===== src/rtl/div_pkg.sv =====
// Shared constants and types for the sequential signed divider.
//   DIV_WIDTH   : default operand/result width
//   div_state_e : controller state encoding (idle, iterate, publish result)
//   cnt_width() : step-counter width needed for a given operand width
package div_pkg;

    localparam int unsigned DIV_WIDTH = 32;

    typedef enum logic [1:0] {
        StIdle = 2'd0,
        StRun  = 2'd1,
        StDone = 2'd2
    } div_state_e;

    function automatic int unsigned cnt_width(input int unsigned w);
        return (w > 1) ? $clog2(w) : 1;
    endfunction

    localparam int unsigned DIV_CNT_W = cnt_width(DIV_WIDTH);

endpackage


===== src/rtl/cla_adder8.sv =====
// 8-bit carry-lookahead adder block, cascaded by wider arithmetic.
//   a_i, b_i : addends
//   ci_i     : carry in
//   s_o      : sum
//   co_o     : carry out
module cla_adder8 (
    input  logic [7:0] a_i,
    input  logic [7:0] b_i,
    input  logic       ci_i,
    output logic [7:0] s_o,
    output logic       co_o
);

    logic [7:0] prop;
    logic [7:0] gen;
    logic [8:0] carry;

    assign prop = a_i ^ b_i;
    assign gen  = a_i & b_i;

    // Carries come straight from generate/propagate terms; synthesis flattens this
    // into the two-level lookahead form.
    always_comb begin
        carry[0] = ci_i;
        for (int i = 0; i < 8; i++) begin
            carry[i+1] = gen[i] | (prop[i] & carry[i]);
        end
    end

    assign s_o  = prop ^ carry[7:0];
    assign co_o = carry[8];

endmodule


===== src/rtl/div_step.sv =====
// One restoring-division step: conditionally subtract the divisor magnitude from
// the already-shifted partial remainder.
//   rem_i  : shifted partial remainder, W+1 bits
//   dmag_i : divisor magnitude
//   rem_o  : next partial remainder
//   q_o    : quotient bit (1 when rem_i >= dmag_i)
module div_step #(
    parameter int unsigned W = 32
) (
    input  logic [W:0]   rem_i,
    input  logic [W-1:0] dmag_i,
    output logic [W-1:0] rem_o,
    output logic         q_o
);

    localparam int unsigned NBlk = (W + 1 + 7) / 8;
    localparam int unsigned PW   = NBlk * 8;

    logic [PW-1:0] a_ext;
    logic [PW-1:0] b_inv;
    logic [PW-1:0] diff;

    assign a_ext = PW'(rem_i);
    assign b_inv = ~PW'(dmag_i);

    // a + ~b + 1 over zero-extended operands; final carry-out is "no borrow".
    for (genvar k = 0; k < NBlk; k++) begin : g_blk
        logic ci;
        logic co;
        if (k == 0) begin : g_first
            assign ci = 1'b1;
        end else begin : g_next
            assign ci = g_blk[k-1].co;
        end
        cla_adder8 u_add (
            .a_i  (a_ext[8*k +: 8]),
            .b_i  (b_inv[8*k +: 8]),
            .ci_i (ci),
            .s_o  (diff[8*k +: 8]),
            .co_o (co)
        );
    end

    assign q_o   = g_blk[NBlk-1].co;
    assign rem_o = q_o ? diff[W-1:0] : rem_i[W-1:0];

    // A successful trial is always below the divisor, so the top bits are zero.
    logic unused_diff_hi;
    assign unused_diff_hi = ^diff[PW-1:W];

endmodule


===== src/rtl/seq_divider.sv =====
// Sequential signed divider, one restoring step per clock.
//   clock, reset     : rising-edge clock, synchronous active-high reset
//   ctrl_DIV         : start pulse; operands captured on that edge (restarts any run)
//   data_operandA/B  : signed dividend / divisor
//   data_result      : signed quotient (truncated toward zero)
//   data_remainder   : signed remainder (sign follows dividend)
//   data_exception   : divide-by-zero flag, valid with data_resultRDY
//   data_resultRDY   : one-cycle pulse marking a valid result
module seq_divider
    import div_pkg::*;
#(
    parameter int unsigned WIDTH = DIV_WIDTH
) (
    input  logic             clock,
    input  logic             reset,
    input  logic             ctrl_DIV,
    input  logic [WIDTH-1:0] data_operandA,
    input  logic [WIDTH-1:0] data_operandB,
    output logic [WIDTH-1:0] data_result,
    output logic [WIDTH-1:0] data_remainder,
    output logic             data_exception,
    output logic             data_resultRDY
);

    localparam int unsigned CntW = cnt_width(WIDTH);

    div_state_e       state_q, state_d;
    logic [CntW-1:0]  cnt_q, cnt_d;
    logic [WIDTH-1:0] rem_q, rem_d;
    logic [WIDTH-1:0] quo_q, quo_d;
    logic [WIDTH-1:0] dmag_q, dmag_d;
    logic             negq_q, negq_d;
    logic             negr_q, negr_d;
    logic             dzero_q, dzero_d;
    logic [WIDTH-1:0] result_q, result_d;
    logic [WIDTH-1:0] remainder_q, remainder_d;
    logic             exc_q, exc_d;
    logic             rdy_q, rdy_d;

    logic [WIDTH-1:0] step_rem;
    logic             step_q;

    // The dividend magnitude is shifted out of quo_q's MSB into the remainder.
    div_step #(
        .W (WIDTH)
    ) u_step (
        .rem_i  ({rem_q, quo_q[WIDTH-1]}),
        .dmag_i (dmag_q),
        .rem_o  (step_rem),
        .q_o    (step_q)
    );

    always_comb begin
        state_d     = state_q;
        cnt_d       = cnt_q;
        rem_d       = rem_q;
        quo_d       = quo_q;
        dmag_d      = dmag_q;
        negq_d      = negq_q;
        negr_d      = negr_q;
        dzero_d     = dzero_q;
        result_d    = result_q;
        remainder_d = remainder_q;
        exc_d       = exc_q;
        rdy_d       = 1'b0;

        if (ctrl_DIV) begin
            // Capture wins in every state, so an in-flight division never reports.
            negq_d  = data_operandA[WIDTH-1] ^ data_operandB[WIDTH-1];
            negr_d  = data_operandA[WIDTH-1];
            dzero_d = (data_operandB == '0);
            quo_d   = data_operandA[WIDTH-1] ? -data_operandA : data_operandA;
            dmag_d  = data_operandB[WIDTH-1] ? -data_operandB : data_operandB;
            rem_d   = '0;
            cnt_d   = '0;
            state_d = StRun;
        end else begin
            unique case (state_q)
                StIdle: ;
                StRun: begin
                    rem_d = step_rem;
                    quo_d = {quo_q[WIDTH-2:0], step_q};
                    cnt_d = cnt_q + CntW'(1);
                    if (cnt_q == CntW'(WIDTH - 1)) begin
                        state_d = StDone;
                    end
                end
                StDone: begin
                    rdy_d       = 1'b1;
                    exc_d       = dzero_q;
                    result_d    = dzero_q ? '0 : (negq_q ? -quo_q : quo_q);
                    remainder_d = dzero_q ? '0 : (negr_q ? -rem_q : rem_q);
                    state_d     = StIdle;
                end
                default: state_d = StIdle;
            endcase
        end
    end

    always_ff @(posedge clock) begin
        if (reset) begin
            state_q     <= StIdle;
            cnt_q       <= '0;
            rem_q       <= '0;
            quo_q       <= '0;
            dmag_q      <= '0;
            negq_q      <= 1'b0;
            negr_q      <= 1'b0;
            dzero_q     <= 1'b0;
            result_q    <= '0;
            remainder_q <= '0;
            exc_q       <= 1'b0;
            rdy_q       <= 1'b0;
        end else begin
            state_q     <= state_d;
            cnt_q       <= cnt_d;
            rem_q       <= rem_d;
            quo_q       <= quo_d;
            dmag_q      <= dmag_d;
            negq_q      <= negq_d;
            negr_q      <= negr_d;
            dzero_q     <= dzero_d;
            result_q    <= result_d;
            remainder_q <= remainder_d;
            exc_q       <= exc_d;
            rdy_q       <= rdy_d;
        end
    end

    assign data_result    = result_q;
    assign data_remainder = remainder_q;
    assign data_exception = exc_q;
    assign data_resultRDY = rdy_q;

endmodule


===== config.mk =====
export PLATFORM = sky130hd
export DESIGN_NAME = seq_divider
export DESIGN_NICKNAME = d
export VERILOG_FILES = /design/src/rtl/div_pkg.sv /design/src/rtl/cla_adder8.sv /design/src/rtl/div_step.sv /design/src/rtl/seq_divider.sv
export SDC_FILE = /design/constraint.sdc
export NUM_CORES = 1
export LEC_CHECK = 0
export BUFFER_PORTS_ARGS = -buffer_cell sky130_fd_sc_hd__buf_2
export CELL_PAD_IN_SITES_DETAIL_PLACEMENT = 1
export CELL_PAD_IN_SITES_GLOBAL_PLACEMENT = 2
export CORE_MARGIN = 4
export CORE_UTILIZATION = 38
export CTS_CLUSTER_DIAMETER = 120
export CTS_CLUSTER_SIZE = 8
export DETAILED_ROUTE_END_ITERATION = 10
export PLACE_DENSITY_LB_ADDON = 0.25
export SLEW_MARGIN = 20
export SYNTH_ARGS = -nofsm -noshare
export SYNTH_HDL_FRONTEND = slang
export SYNTH_SLANG_ARGS = --single-unit

===== constraint.sdc =====
create_clock -name clock -period 22 [get_ports clock]
set_input_delay 5.5 -clock clock [delete_from_list [all_inputs] [get_ports clock]]
set_output_delay 5.5 -clock clock [all_outputs]
set_load 0.01 [all_outputs]

Word-level counts from Yosys, hierarchy flattened
Cells that the tools add are included.
- multiplexer cells: 13
- add/sub/neg operators: 5
- bitwise gates (word level): 97
- reduce and logical (&&, ||, !) cells: 7
- eq/ne operators: 6
- operator list (operator ; number):
    two-way mux 32 bit ; 9
    negator 32 bit ; 4
    XOR 8 bit ; 8
    inverter 32 -> 40 bit ; 1
    OR 1 bit ; 40
    AND 1 bit ; 39
    AND 8 bit ; 4
    logical NOT 32 bit ; 1
    AND 1 x 8 -> 8 bit ; 1
    XOR 1 x 8 -> 8 bit ; 1
    AND reduction 2 bit ; 3
    adder 5 x 1 -> 5 bit (second input constant) ; 1
    == test 5 bit (second input constant) ; 1
    inequality test 2 bit (second input constant) ; 2
    case mux 2 bit (2 select lines) ; 1
    inequality test 3 bit (second input constant) ; 1
    == test 2 x 1 -> 1 bit (second input constant) ; 1
    == test 2 bit (second input constant) ; 1
    logical NOT 2 bit ; 1
    two-way mux 1 bit ; 2
    two-way mux 2 bit ; 1
    inverter 1 bit ; 2
    nonzero test 2 bit ; 1
    OR reduction 2 bit ; 1
    XOR 1 bit ; 1
- output and inout port bits: 66
- input bits: 67
- flip-flop bits (word level): 172

Logic depth before layout (Yosys ltp)
Gate-level depths: netlist of run 1.
- depth in word-level cells: 83
- depth in mapped cells: 40
- gate-level depth less buffers: 39

By module
A second synthesis of run 1 with hierarchy kept.
- cell total of the unflattened synthesis: 1288
- area total of the unflattened synthesis: 10704.0 µm²
- modules (own cells, without submodules) (module ; area each (µm²) ; instances ; cells an instance ; sequential area each (µm²)):
    seq_divider ; 9043.7 ; 1 ; 1128 ; 3443.3
    cla_adder8 ; 197.7 ; 5 ; 18 ; 0.0
    div_step ; 671.9 ; 1 ; 70 ; 0.0

Worst setup path after synthesis of run 1
Ideal clock, no wire load.
- path kind: flip-flop to flip-flop
- start point: register quo_q[31]
- end point: register rem_q[10]
- arrival: 13018 ps
- data required time: 21868 ps
- stages on the path, launching flop included: 41
- period minus slack after synthesis: 13150 ps
- path slack: 8850 ps
- library setup time: 132 ps
- cells stage by stage: dfxtp_1 > inv_1 > ha_1 > fa_1 > fa_1 > fa_1 > fa_1 > fa_1 > fa_1 > fa_1 > fa_1 > fa_1 > fa_1 > fa_1 > fa_1 > fa_1 > fa_1 > fa_1 > [... 5 more ...] > fa_1 > fa_1 > fa_1 > fa_1 > fa_1 > fa_1 > fa_1 > fa_1 > fa_1 > fa_1 > inv_1 > fa_1 > or2_2 > clkbuf_1 > clkbuf_1 > nand2_1 > o211ai_1 > a21oi_1
- cells in the longest elaborated chain, start to end: 81
- elaborated cells between the ends (all ways): 83
- classes of those cells: 1 x mux; 82 x bitwise
- ends and longest elaborated chain (what ; RTL line ; text):
    start: declaration ; seq_divider.sv:30 ; logic [WIDTH-1:0] quo_q, quo_d;
    start signal: assignment ; seq_divider.sv:118 ; quo_q <= quo_d;
    AND 8 bit / XOR 8 bit (equally long branches) ; cla_adder8.sv:19, cla_adder8.sv:18 ;
    OR 1 bit (*) ; cla_adder8.sv:26 ; carry[i+1] = gen[i] | (prop[i] & carry[i]);
    AND 1 bit (*) ; cla_adder8.sv:26 ;
    OR 1 bit (*) ; cla_adder8.sv:26 ;
    AND 1 bit (*) ; cla_adder8.sv:26 ;
    OR 1 bit (*) ; cla_adder8.sv:26 ;
    AND 1 bit (*) ; cla_adder8.sv:26 ;
    OR 1 bit (*) ; cla_adder8.sv:26 ;
    [... 65 more ...] ; n/a ;
    OR 1 bit ; cla_adder8.sv:26 ;
    AND 1 bit ; cla_adder8.sv:26 ;
    OR 1 bit ; cla_adder8.sv:26 ;
    AND 1 bit ; cla_adder8.sv:26 ;
    OR 1 bit ; cla_adder8.sv:26 ;
    AND 1 bit ; cla_adder8.sv:26 ;
    OR 1 bit ; cla_adder8.sv:26 ;
    two-way mux 32 bit (*) ; div_step.sv:45 ; assign rem_o = q_o ? diff[W-1:0] : rem_i[W-1:0];
    end signal: assignment ; seq_divider.sv:117 ; rem_q <= rem_d;
    end: declaration ; seq_divider.sv:29 ; logic [WIDTH-1:0] rem_q, rem_d;
Mark *: on every way between the ends. The rest lies on a longest branch, timed or not.
A chain may end at the register's enable or synchronous reset.

Final worst setup path of run 1
- start point: register quo_q[31]
- end point: register quo_q[0]
- cells in the longest elaborated chain, start to end: 82
- elaborated cells between the ends (all ways): 83
- classes of those cells: 2 x mux; 81 x bitwise
- ends and longest elaborated chain (what ; RTL line ; text):
    AND 8 bit / XOR 8 bit (equally long branches) ; cla_adder8.sv:19, cla_adder8.sv:18 ;
    OR 1 bit (*) ; cla_adder8.sv:26 ;
    AND 1 bit (*) ; cla_adder8.sv:26 ;
    OR 1 bit (*) ; cla_adder8.sv:26 ;
    AND 1 bit (*) ; cla_adder8.sv:26 ;
    OR 1 bit (*) ; cla_adder8.sv:26 ;
    AND 1 bit (*) ; cla_adder8.sv:26 ;
    OR 1 bit (*) ; cla_adder8.sv:26 ;
    [... 66 more ...] ; n/a ;
    AND 1 bit (*) ; cla_adder8.sv:26 ;
    OR 1 bit (*) ; cla_adder8.sv:26 ;
    AND 1 bit (*) ; cla_adder8.sv:26 ;
    OR 1 bit (*) ; cla_adder8.sv:26 ;
    AND 1 bit (*) ; cla_adder8.sv:26 ;
    OR 1 bit (*) ; cla_adder8.sv:26 ;
    two-way mux 32 bit (*) ; seq_divider.sv:78 ; unique case (state_q)
    two-way mux 32 bit (*) ; seq_divider.sv:67 ; if (ctrl_DIV) begin
Mark *: on every way between the ends. The rest lies on a longest branch, timed or not. The select of a mux whose other input is x is not followed.

==> run metrics, run 1 <==
Synth Net Count=1,274; count of flip-flops with a built-in enable after synthesis=0; run status=finished, final reports clean; CP Buf/Inv Count=2; wirelength, routed=29,950 microns; Util after Layout=around 44%; final hold violations=0; GR Util All Layers=21.13%; clock slew seen by the registers of the worst setup and hold paths=around 0.07 ns; number of placed cells counting well taps=1,562; Slew Limit Headroom=between 30% and 40%; die extent in x=168.2 microns; fraction of synthesis flops using an asynchronous set or reset pin=0%; drt first-iter violations=approximately 580; max-slew violations=0; Clock H-tree levels=4; cell accounting for the most synthesized area=dfxtp_1; buffer type at the clock tree root=clkbuf_16; post-synthesis sequential element count=approximately 170; clock insertion delay at the later pin of the skew report=0.44 ns; global-route wire length before repair=48,400 microns; number of global-route vias before repair=8,652; largest net degree at the start of global routing=73; unique cell type count in the Yosys netlist=55; dominant synthesized flop cell=dfxtp_1; cell family contributing the most delay on the critical path=adder cells; effective utilization at floorplan=38.71%; growth of design area from synthesis to finish=14.93%; overall power consumption=~760 uW; total area of multi-input combinational cells=slightly below 0.006 sq mm; fin crit share=63.63%; Worst VDD drop=0.04986 mV; Cells after Synth=1,169; data required time at the worst endpoint=22.36 ns; number of non-filler instances in the completed layout=about 1,600; gp weighted congestion=between 0.8 and 0.9; pwr/cell area=67.63 mW/mm^2; number of inserted filler cells in the final layout=3,026; RSZ-0062 raised after global routing=false; Num CTS Buffers=17; Post-Syn Area=just under 0.01 sq mm; worst clock skew on the final layout=0.01390 ns; floorplan row count=58; peak fanout along the critical path=64; footprint of the flip-flops and latches=0.003445 sq mm; clock sink total=around 170; most frequent cells in the layout=nand2_1, dfxtp_1, buf_2, o21ai_0, nor2_1; biggest area contributors in the synthesized netlist=dfxtp_1, nand2_1, xor2_1; top-level port count=133; buffer depth of the longest clock path=2; number of detailed-route iterations in the first pass=5; fraction of layout cells with a size suffix above 1=15.51%; Post-CTS Repair Setup Buffers=0; WP data arrival=14.35 ns; CTS resizes=0; Slowest cell on crit path=or2_4; vias after detailed routing=about 8,700; Final nets=1,356; cell mode on critical path=fa_1; CTS Hold Bufs=0; Die H=168.2 microns; die outline area=about 0.028 sq mm; max-capacitance violation count=0; slew at the pin with the worst max-slew slack=0.9597 ns; count of port buffers added during placement=about 130; leakage power of the design=4.275 nW; Final HPWL DP=21,860 microns; number of nets still failing antenna checks after routing=0; CP endpoint kind=flop; biggest cell delay along the critical path=0.56 ns; number of setup violations in the final report=0; number of antenna violations at the first check in global routing=3; number of DRC violations after detailed routing=0; CTS tree=done; number of warning messages in the yosys log=0; Worst Hold Class=reg2reg; via count normalized by instance count=5.460; critical path class=reg2reg; min cycle time layout=14.00 ns; synthesized area per cell=8.339 sq um; CORE AREA=about 0.025 sq mm; GRT Residual Overflow=0; setup total negative slack=0 ns; most common cell after layout, fill and taps aside=nand2_1; sequential element share of the synthesized area=about a third; type of origin of the critical path=flop; f_max=0.07144 GHz; area share of the largest cell type after synthesis=35.32%; routed wire length per instance=between 15 and 20 microns
## through the flow
step	cell area [sq um]	worst slack, ns	hold slack [ns]
4_1_cts	11190	7.728	0.4481
3_5_place_dp	10600	7.798	0.4381
2_1_floorplan	9748	8.850	0.4406
3_3_place_gp	10600	8.031	0.4323
6_report	11200	8.002	0.4440
5_1_grt	11200	7.415	0.4736
## kinds of logic (layout without fill, tap and decap cells)
group                    after synthesis  in the layout  synth area share (%)
AO/OA/AOI/OAI                        305            305                 21.10
other                                  0              1                     0
buffers and inverters                124            219                 4.865
adder cells (fa/ha/maj)               38             38                 7.265
flip-flops                           172            172                 35.32
AND/OR/NAND/NOR                      392            392                 18.70
XOR/XNOR                             111            111                 9.973
multiplexers                          27             27                 2.772
## per-layer routing
| layer | track usage [%] | vias up | share of wire (%) |
|---|---|---|---|
| met2 | 30.05 | 166 | 41 |
| met3 | 3.099 | 17 | 4.3 |
| met5 | 0 | - | 0.043 |
| li1 | - | 4312 | - |
| met4 | 3.917 | 2 | 0.74 |
| met1 | 33.83 | 4211 | 54 |
## synthesized netlist by cell type, types with 3 or more instances
master / count
nor3_1: 16
nand4_1: 12
a31oi_1: 3
nor2_1: 75
or2_2: 4
buf_1: 10
nor4_1: 17
o31ai_1: 30
fa_1: 31
inv_1: 47
o41ai_2: 8
nor2b_1: 4
or4_1: 5
o211ai_1: 31
o21ai_1: 7
o41ai_1: 24
o21ai_0: 80
dfxtp_1: 172
o22ai_1: 18
a211oi_1: 31
a311oi_1: 6
xor2_1: 74
clkbuf_1: 65
mux2i_1: 27
nand2_1: 183
a22oi_1: 7
ha_1: 7
nand2b_1: 14
a21oi_1: 46
and3_1: 15
or3_1: 13
xnor2_1: 37
nand4b_1: 6
nand3_1: 17
## flip-flops by register name, summed over array words and instances (netlist names), 2 cells and up
name	count
rem_q	32
data_remainder	32
dmag_q	32
cnt_q	5
data_result	32
quo_q	32
state_q	2
## worst min-delay path, delay by kind of cell, from the launching register on
kind             cells  cell delay (ns)
AO/OA/AOI/OAI        1             0.05
flip-flops           1             0.31
AND/OR/NAND/NOR      1             0.05
## final cells by class
cell class	count	share of cell area [%]
antenna	1	0.02234
clock buffer	17	3.797
tap	330	3.686
inverter	47	1.575
timing repair buffer	140	6.433
clock inverter	15	1.497
multi-input combinational	873	52.24
sequential	172	30.75
## report_power, final
part	switching (mW)	total (mW)	internal, mW
clock	0.148	0.311	0.163
sequential	0.0166	0.338	0.321
combinational	0.0674	0.108	0.0410
## final timing paths
path / start / slack, ns / cells past startpoint / endpoint
setup / recovery: quo_q[31] / 8.00 / 39 / quo_q[0]
hold / removal: data_remainder[29] / 0.44 / 2 / data_remainder[29]
setup reg to reg: quo_q[31] / 8.00 / 39 / quo_q[0]
hold reg to reg: data_remainder[29] / 0.44 / 2 / data_remainder[29]
Note: power is estimated with default switching activity, not from simulation.
==> run 2, diff against run 1 <==
- ABC_AREA: default -> 1
- CORE_UTILIZATION: 38 -> 33
- clock period: 22 -> 14.7 ns (I/O delays scaled with it)
==> run 2 against run 1 <==
  * Total power rose by 58%
  * Worst hold slack better by 0.017 ns
  * Global-route usage rose by 0.12 points
  * First-iteration DRC count increased by 17%
  * Clock power increased by 38%
  * Synthesized cell count rose by 42%
  * Routed wire length rose by 30%
  * Die area up 29%
  * Largest power group unchanged
==> run metrics, run 2 <==
run status=finished, final reports clean (unchanged); count of flip-flops with a built-in enable after synthesis=0 (unchanged); most frequent cells in the layout=nand2_1, dfxtp_1, inv_1, nor2_1, nand3_1 (was nand2_1, dfxtp_1, buf_2, o21ai_0, nor2_1); CP endpoint kind=flop (unchanged); buffer type at the clock tree root=clkbuf_16 (unchanged); number of detailed-route iterations in the first pass=5 (unchanged); worst clock skew on the final layout=0.01009 ns (was 0.01390 ns); fraction of synthesis flops using an asynchronous set or reset pin=0% (unchanged); final worst hold slack=0.4614 ns (was 0.4440 ns); via count normalized by instance count=5.107 (was 5.460); f_max=0.07107 GHz (was 0.07144 GHz); largest net degree at the start of global routing=89 (was 73); Post-CTS Repair Setup Buffers=0 (unchanged); max-slew violations=0 (unchanged); count of port buffers added during placement=132 (unchanged); buffer depth of the longest clock path=2 (unchanged); type of origin of the critical path=flop (unchanged); Slew Limit Headroom=29.26% (was 35.43%); number of inserted filler cells in the final layout=4,314 (was 3,026); dominant synthesized flop cell=dfxtp_1 (unchanged); most common cell after layout, fill and taps aside=nand2_1 (unchanged); cell mode on critical path=fa_1 (unchanged); Num CTS Buffers=17 (unchanged); post-synthesis sequential element count=172 (unchanged); Final nets=1,845 (was 1,356); WP data arrival=14.45 ns (was 14.35 ns); data required time at the worst endpoint=15.08 ns (was 22.36 ns); critical path class=reg2reg (unchanged); synthesized area per cell=6.642 sq um (was 8.339 sq um); setup total negative slack=0 ns (unchanged); clock sink total=172 (unchanged); slew at the pin with the worst max-slew slack=1.060 ns (was 0.9597 ns); CP Buf/Inv Count=5 (was 2); routed wire length per instance=17.81 microns (was 18.78 microns); cell family contributing the most delay on the critical path=adder cells (unchanged); growth of design area from synthesis to finish=13.42% (was 14.93%); clock insertion delay at the later pin of the skew report=0.44 ns (about the same); Post-Syn Area=0.01101 sq mm (was 0.009748 sq mm); sequential element share of the synthesized area=31.27% (was 35.32%); GRT Residual Overflow=0 (unchanged); final hold violations=0 (unchanged); number of nets still failing antenna checks after routing=0 (unchanged); number of non-filler instances in the completed layout=2,193 (was 1,595); GR Util All Layers=21.25% (was 21.13%); die outline area=0.03636 sq mm (was 0.02828 sq mm); number of setup violations in the final report=0 (unchanged); effective utilization at floorplan=33.68% (was 38.71%); number of global-route vias before repair=10,870 (was 8,652); Die H=190.7 microns (was 168.2 microns); global-route wire length before repair=61,550 microns (was 48,400 microns); number of warning messages in the yosys log=0 (unchanged); count leader, synth=nand2_1 (unchanged); biggest cell delay along the critical path=0.43 ns (was 0.56 ns); antenna diode count=0 (was 1); most used standard cells in the synthesized netlist=nand2_1, dfxtp_1, inv_1 (was nand2_1, dfxtp_1, o21ai_0); vias after detailed routing=11,200 (was 8,708); unique cell type count in the Yosys netlist=48 (was 55); gp weighted congestion=0.8428 (was 0.8119); die extent in x=190.7 microns (was 168.2 microns); biggest area contributors in the synthesized netlist=dfxtp_1, nand2_1, nand3_1 (was dfxtp_1, nand2_1, xor2_1); number of placed cells counting well taps=2,163 (was 1,562); cell accounting for the most synthesized area=dfxtp_1 (unchanged); Worst VDD drop=0.08436 mV (was 0.04986 mV); fin crit share=95.72% (was 63.63%); number of antenna violations at the first check in global routing=0 (was 3); overall power consumption=1.198 mW (was 757.7 uW); top-level port count=133 (unchanged); min cycle time layout=14.07 ns (was 14.00 ns); RSZ-0062 raised after global routing=false (unchanged); number of DRC violations after detailed routing=0 (unchanged); leakage power of the design=5.556 nW (was 4.275 nW); cell area after layout=0.01249 sq mm (was 0.01120 sq mm); fraction of layout cells with a size suffix above 1=13.93% (was 15.51%); area share of the largest cell type after synthesis=31.27% (was 35.32%); clock slew seen by the registers of the worst setup and hold paths=0.07 ns (about the same); CTS tree=done (unchanged); Clock H-tree levels=4 (unchanged); peak fanout along the critical path=34 (was 64); wirelength, routed=39,050 microns (was 29,950 microns); Slowest cell on crit path=fa_1 (was or2_4); placed cell area=0.01196 sq mm (was 0.01060 sq mm); max-capacitance violation count=0 (unchanged); drt first-iter violations=675 (was 577); Final HPWL DP=29,610 microns (was 21,860 microns); Worst Hold Class=reg2reg (unchanged); Synth Net Count=1,763 (was 1,274); CORE AREA=0.03270 sq mm (was 0.02518 sq mm); pwr/cell area=95.89 mW/mm^2 (was 67.63 mW/mm^2); Cells after Synth=1,658 (was 1,169); floorplan row count=66 (was 58)
## run 2: changes by cell type after synthesis, moves of 26 or more
| cell | change |
|---|---|
| nand2_1 | +230 |
| nand3_1 | +132 |
| inv_1 | +123 |
| nor2_1 | +88 |
| a21oi_1 | +86 |
| xor2_1 | -59 |
| o21ai_0 | +50 |
| o221ai_1 | +32 |
| a211oi_1 | -29 |
| o31ai_1 | -28 |
| xnor2_1 | -28 |
| mux2i_1 | -27 |
| buf_2 | +26 |
## run 2: what timing repair did
item	CTS	global route
setup endpoints to repair	0	1
hold buffers	0	0
resized for setup	0	1
## run 2: cells by family after synthesis
kind of cell | share of synthesized area (%)
AND/OR/NAND/NOR | 33.17
AO/OA/AOI/OAI | 17.66
flip-flops | 31.27
XOR/XNOR | 1.909
adder cells (fa/ha/maj) | 6.430
buffers and inverters | 9.566
## run 2: metrics by stage
stage / setup WS [ns] / utilization (%)
2_1_floorplan: 1.738 / -
3_3_place_gp: 0.8044 / 36.56
3_5_place_dp: 0.5314 / 36.56
4_1_cts: 0.4922 / 38.19
5_1_grt: 0.1014 / 38.20
6_report: 0.6288 / 38.20
## run 2: cell type report
type                       instances  area [sq um]  area share (%)
tap                              442         553.0           4.428
multi-input combinational       1223          6531           52.29
clock buffer                      20         436.7           3.496
timing repair buffer             141         730.7           5.850
inverter                         185         698.2           5.590
clock inverter                    10         96.34          0.7713
sequential                       172          3445           27.58
## run 2: tightest hold or removal path: cells and delay by family (launching register included)
| kind | cells | cell delay, ns |
|---|---|---|
| compound gates | 1 | 0.05 |
| flops | 1 | 0.31 |
| simple gates | 1 | 0.06 |
## run 2: per-layer routing
layer  vias up  wire length [microns]  GRT usage (%)
met5         -                      0              0
met2       247                  15820          30.20
met1      5334                  21120          34.25
met3        16                   1858          2.673
met4         0                    258          3.702
li1       5603                      -              -
## run 2: path summary, 6_finish.rpt
| check | start | cells past startpoint | slack [ns] | endpoint |
|---|---|---|---|---|
| min | data_remainder[14] | 2 | 0.46 | data_remainder[14] |
| max reg2reg | quo_q[31] | 41 | 0.63 | rem_q[31] |
| max | quo_q[31] | 41 | 0.63 | rem_q[31] |
| min reg2reg | data_remainder[14] | 2 | 0.46 | data_remainder[14] |
## run 2: power by group
group          leakage [nW]  internal, mW  switching, mW
combinational          3.90        0.0826          0.178
sequential             1.40         0.485         0.0242
clock                 0.248         0.232          0.197
==> run 3, diff against run 2 <==
--- a/config.mk
+++ b/config.mk
@@ -17,3 +17,2 @@
 export PLACE_DENSITY_LB_ADDON = 0.25
-export SLEW_MARGIN = 20
 export SYNTH_ARGS = -nofsm -noshare
==> constraint.sdc (replaced) <==
create_clock -name clock -period 14.7 [get_ports clock]
set_input_delay 1.47 -clock clock [delete_from_list [all_inputs] [get_ports clock]]
set_output_delay 1.47 -clock clock [all_outputs]
set_load 0.01 [all_outputs]
==> run 3 against run 2 <==
  * Critical path depth is the same
  * Design area is essentially flat
  * Sequential cell count is the same
  * Final cell count is the same
  * Clock skew is the same
  * Fmax is the same
  * Worst hold slack is the same
  * Global-route usage is the same
  * First-iteration DRC count is the same
  * Critical path type unchanged
  * Largest power group unchanged
==> run metrics, run 3 (synthesis results as in run 2) <==
run status=finished, final reports clean (unchanged); floorplan row count=66 (unchanged); Worst Hold Class=reg2reg (unchanged); number of cells on the worst reg-to-reg path=41 (unchanged); growth of design area from synthesis to finish=13.41% (was 13.42%); min cycle time layout=14.07 ns (unchanged); GR Util All Layers=21.25% (unchanged); crit path from=quo_q[31] (unchanged); cell mode on critical path=fa_1 (unchanged); effective utilization at floorplan=33.68% (unchanged); overall power consumption=1.198 mW (about the same); CTS tree=done (unchanged); buffer depth of the longest clock path=2 (unchanged); CP endpoint kind=flop (unchanged); setup total negative slack=0 ns (unchanged); Hold Path Stages=2 (unchanged); fin crit share=95.72% (unchanged); GRT Residual Overflow=0 (unchanged); number of inserted filler cells in the final layout=4,314 (unchanged); RSZ-0062 raised after global routing=false (unchanged); f_max=0.07107 GHz (unchanged); Reg-to-Reg End=rem_q[31] (unchanged); vias after detailed routing=11,200 (unchanged); via count normalized by instance count=5.107 (unchanged); pwr/cell area=95.90 mW/mm^2 (was 95.89 mW/mm^2); Slew Limit Headroom=24.12% (was 29.26%); max-slew violations=0 (unchanged); critical path class=reg2reg (unchanged); minimum setup slack after placement=0.5314 ns (unchanged); number of DRC violations after detailed routing=0 (unchanged); number of detailed-route iterations in the first pass=5 (unchanged); antenna diode count=0 (unchanged); leakage power of the design=5.555 nW (was 5.556 nW); worst clock skew on the final layout=0.01009 ns (unchanged); Slowest cell on crit path=fa_1 (unchanged); buffer type at the clock tree root=clkbuf_16 (unchanged); clock slew seen by the registers of the worst setup and hold paths=0.07 ns (about the same); max-capacitance violation count=0 (unchanged); setup slack after layout=0.6288 ns (unchanged); drt first-iter violations=675 (unchanged); clock sink total=172 (unchanged); clock insertion delay at the later pin of the skew report=0.44 ns (about the same); fraction of layout cells with a size suffix above 1=13.88% (was 13.93%); CORE AREA=0.03270 sq mm (unchanged); most frequent cells in the layout=nand2_1, dfxtp_1, inv_1, nor2_1, nand3_1 (unchanged); global-route wire length before repair=61,550 microns (unchanged); top-level port count=133 (unchanged); Die H=190.7 microns (unchanged); Util after Layout=38.19% (was 38.20%); data required time at the worst endpoint=15.08 ns (about the same); number of setup violations in the final report=0 (unchanged); die extent in x=190.7 microns (unchanged); biggest cell delay along the critical path=0.43 ns (about the same); Num CTS Buffers=17 (unchanged); routed wire length per instance=17.81 microns (unchanged); largest net degree at the start of global routing=89 (unchanged); most common cell after layout, fill and taps aside=nand2_1 (unchanged); Clock H-tree levels=4 (unchanged); worst-case hold path end point=data_remainder[14] (unchanged); peak fanout along the critical path=34 (unchanged); final hold violations=0 (unchanged); gp weighted congestion=0.8428 (unchanged); beginning of the worst register-to-register path=quo_q[31] (unchanged); wirelength, routed=39,050 microns (unchanged); die outline area=0.03636 sq mm (unchanged); count of port buffers added during placement=132 (unchanged); number of nets still failing antenna checks after routing=0 (unchanged); number of global-route vias before repair=10,870 (unchanged); Worst VDD drop=0.08436 mV (unchanged); type of origin of the critical path=flop (unchanged); WP data arrival=14.45 ns (about the same); Final HPWL DP=29,610 microns (unchanged); Worst Hold Launch=data_remainder[14] (unchanged); Final nets=1,845 (unchanged); worst reg2reg setup slack=0.63 ns (about the same); slew at the pin with the worst max-slew slack=1.137 ns (was 1.060 ns); number of antenna violations at the first check in global routing=0 (unchanged)
[run 3: cell counts in the layout (fill, tap and decap cells not counted)]
Identical to the previous run, type by type.
[run 3: where the power goes]
group / switching, mW / internal [mW]
Clock: 0.197 / 0.232
Sequential: 0.0242 / 0.484
Combinational: 0.178 / 0.0827
[run 3: timing repair]
action,CTS,global route
hold endpoints to repair,0,0
gates resized for setup,0,1
hold buffers,0,0
setup buffers,0,0
endpoints found under the setup margin,0,1
[run 3: cell type report]
class	instances	area, sq um	area share [%]
multi-input cells	1223	6531	52.29
repair buffers	141	730.7	5.851
inverters	185	698.2	5.590
clock inverters	10	96.34	0.7714
flip-flops and latches	172	3443	27.57
clock buffers	20	436.7	3.496
well taps	442	553.0	4.428
[run 3: worst max-delay path, delay by kind of cell, from the launching register on]
| family | cells | cell delay, ns |
|---|---|---|
| buf+inv | 5 | 0.91 |
| simple gates | 1 | 0.04 |
| compound gates | 3 | 0.41 |
| fa+ha+maj | 32 | 12.29 |
| flops | 1 | 0.35 |
[run 3: per-layer routing]
| metal | GRT usage, % | vias to the layer above | share of wire, % |
|---|---|---|---|
| li1 | - | 5603 | - |
| met1 | 34.25 | 5334 | 54 |
| met2 | 30.20 | 247 | 40 |
| met3 | 2.673 | 16 | 4.8 |
| met4 | 3.702 | 0 | 0.66 |
| met5 | 0 | - | 0 |
[run 3: how the worst max path moves through the flow]
stage | to | cells past startpoint
2_1_floorplan | rem_q[0] | 40
3_3_place_gp | rem_q[31] | 41
3_5_place_dp | rem_q[31] | 41
4_1_cts | rem_q[31] | 41
5_1_grt | rem_q[31] | 41
6_report | rem_q[31] | 41
[run 3: per-stage QoR]
stage                     instances  area (sq um)  hold WS, ns
final                          2193         12490       0.4614
after global routing           2193         12490       0.4847
after CTS                      2193         12490       0.4645
after detailed placement       2163         11960       0.4534
after global placement         2163         11960       0.4501
after floorplan                1658         11010       0.4322
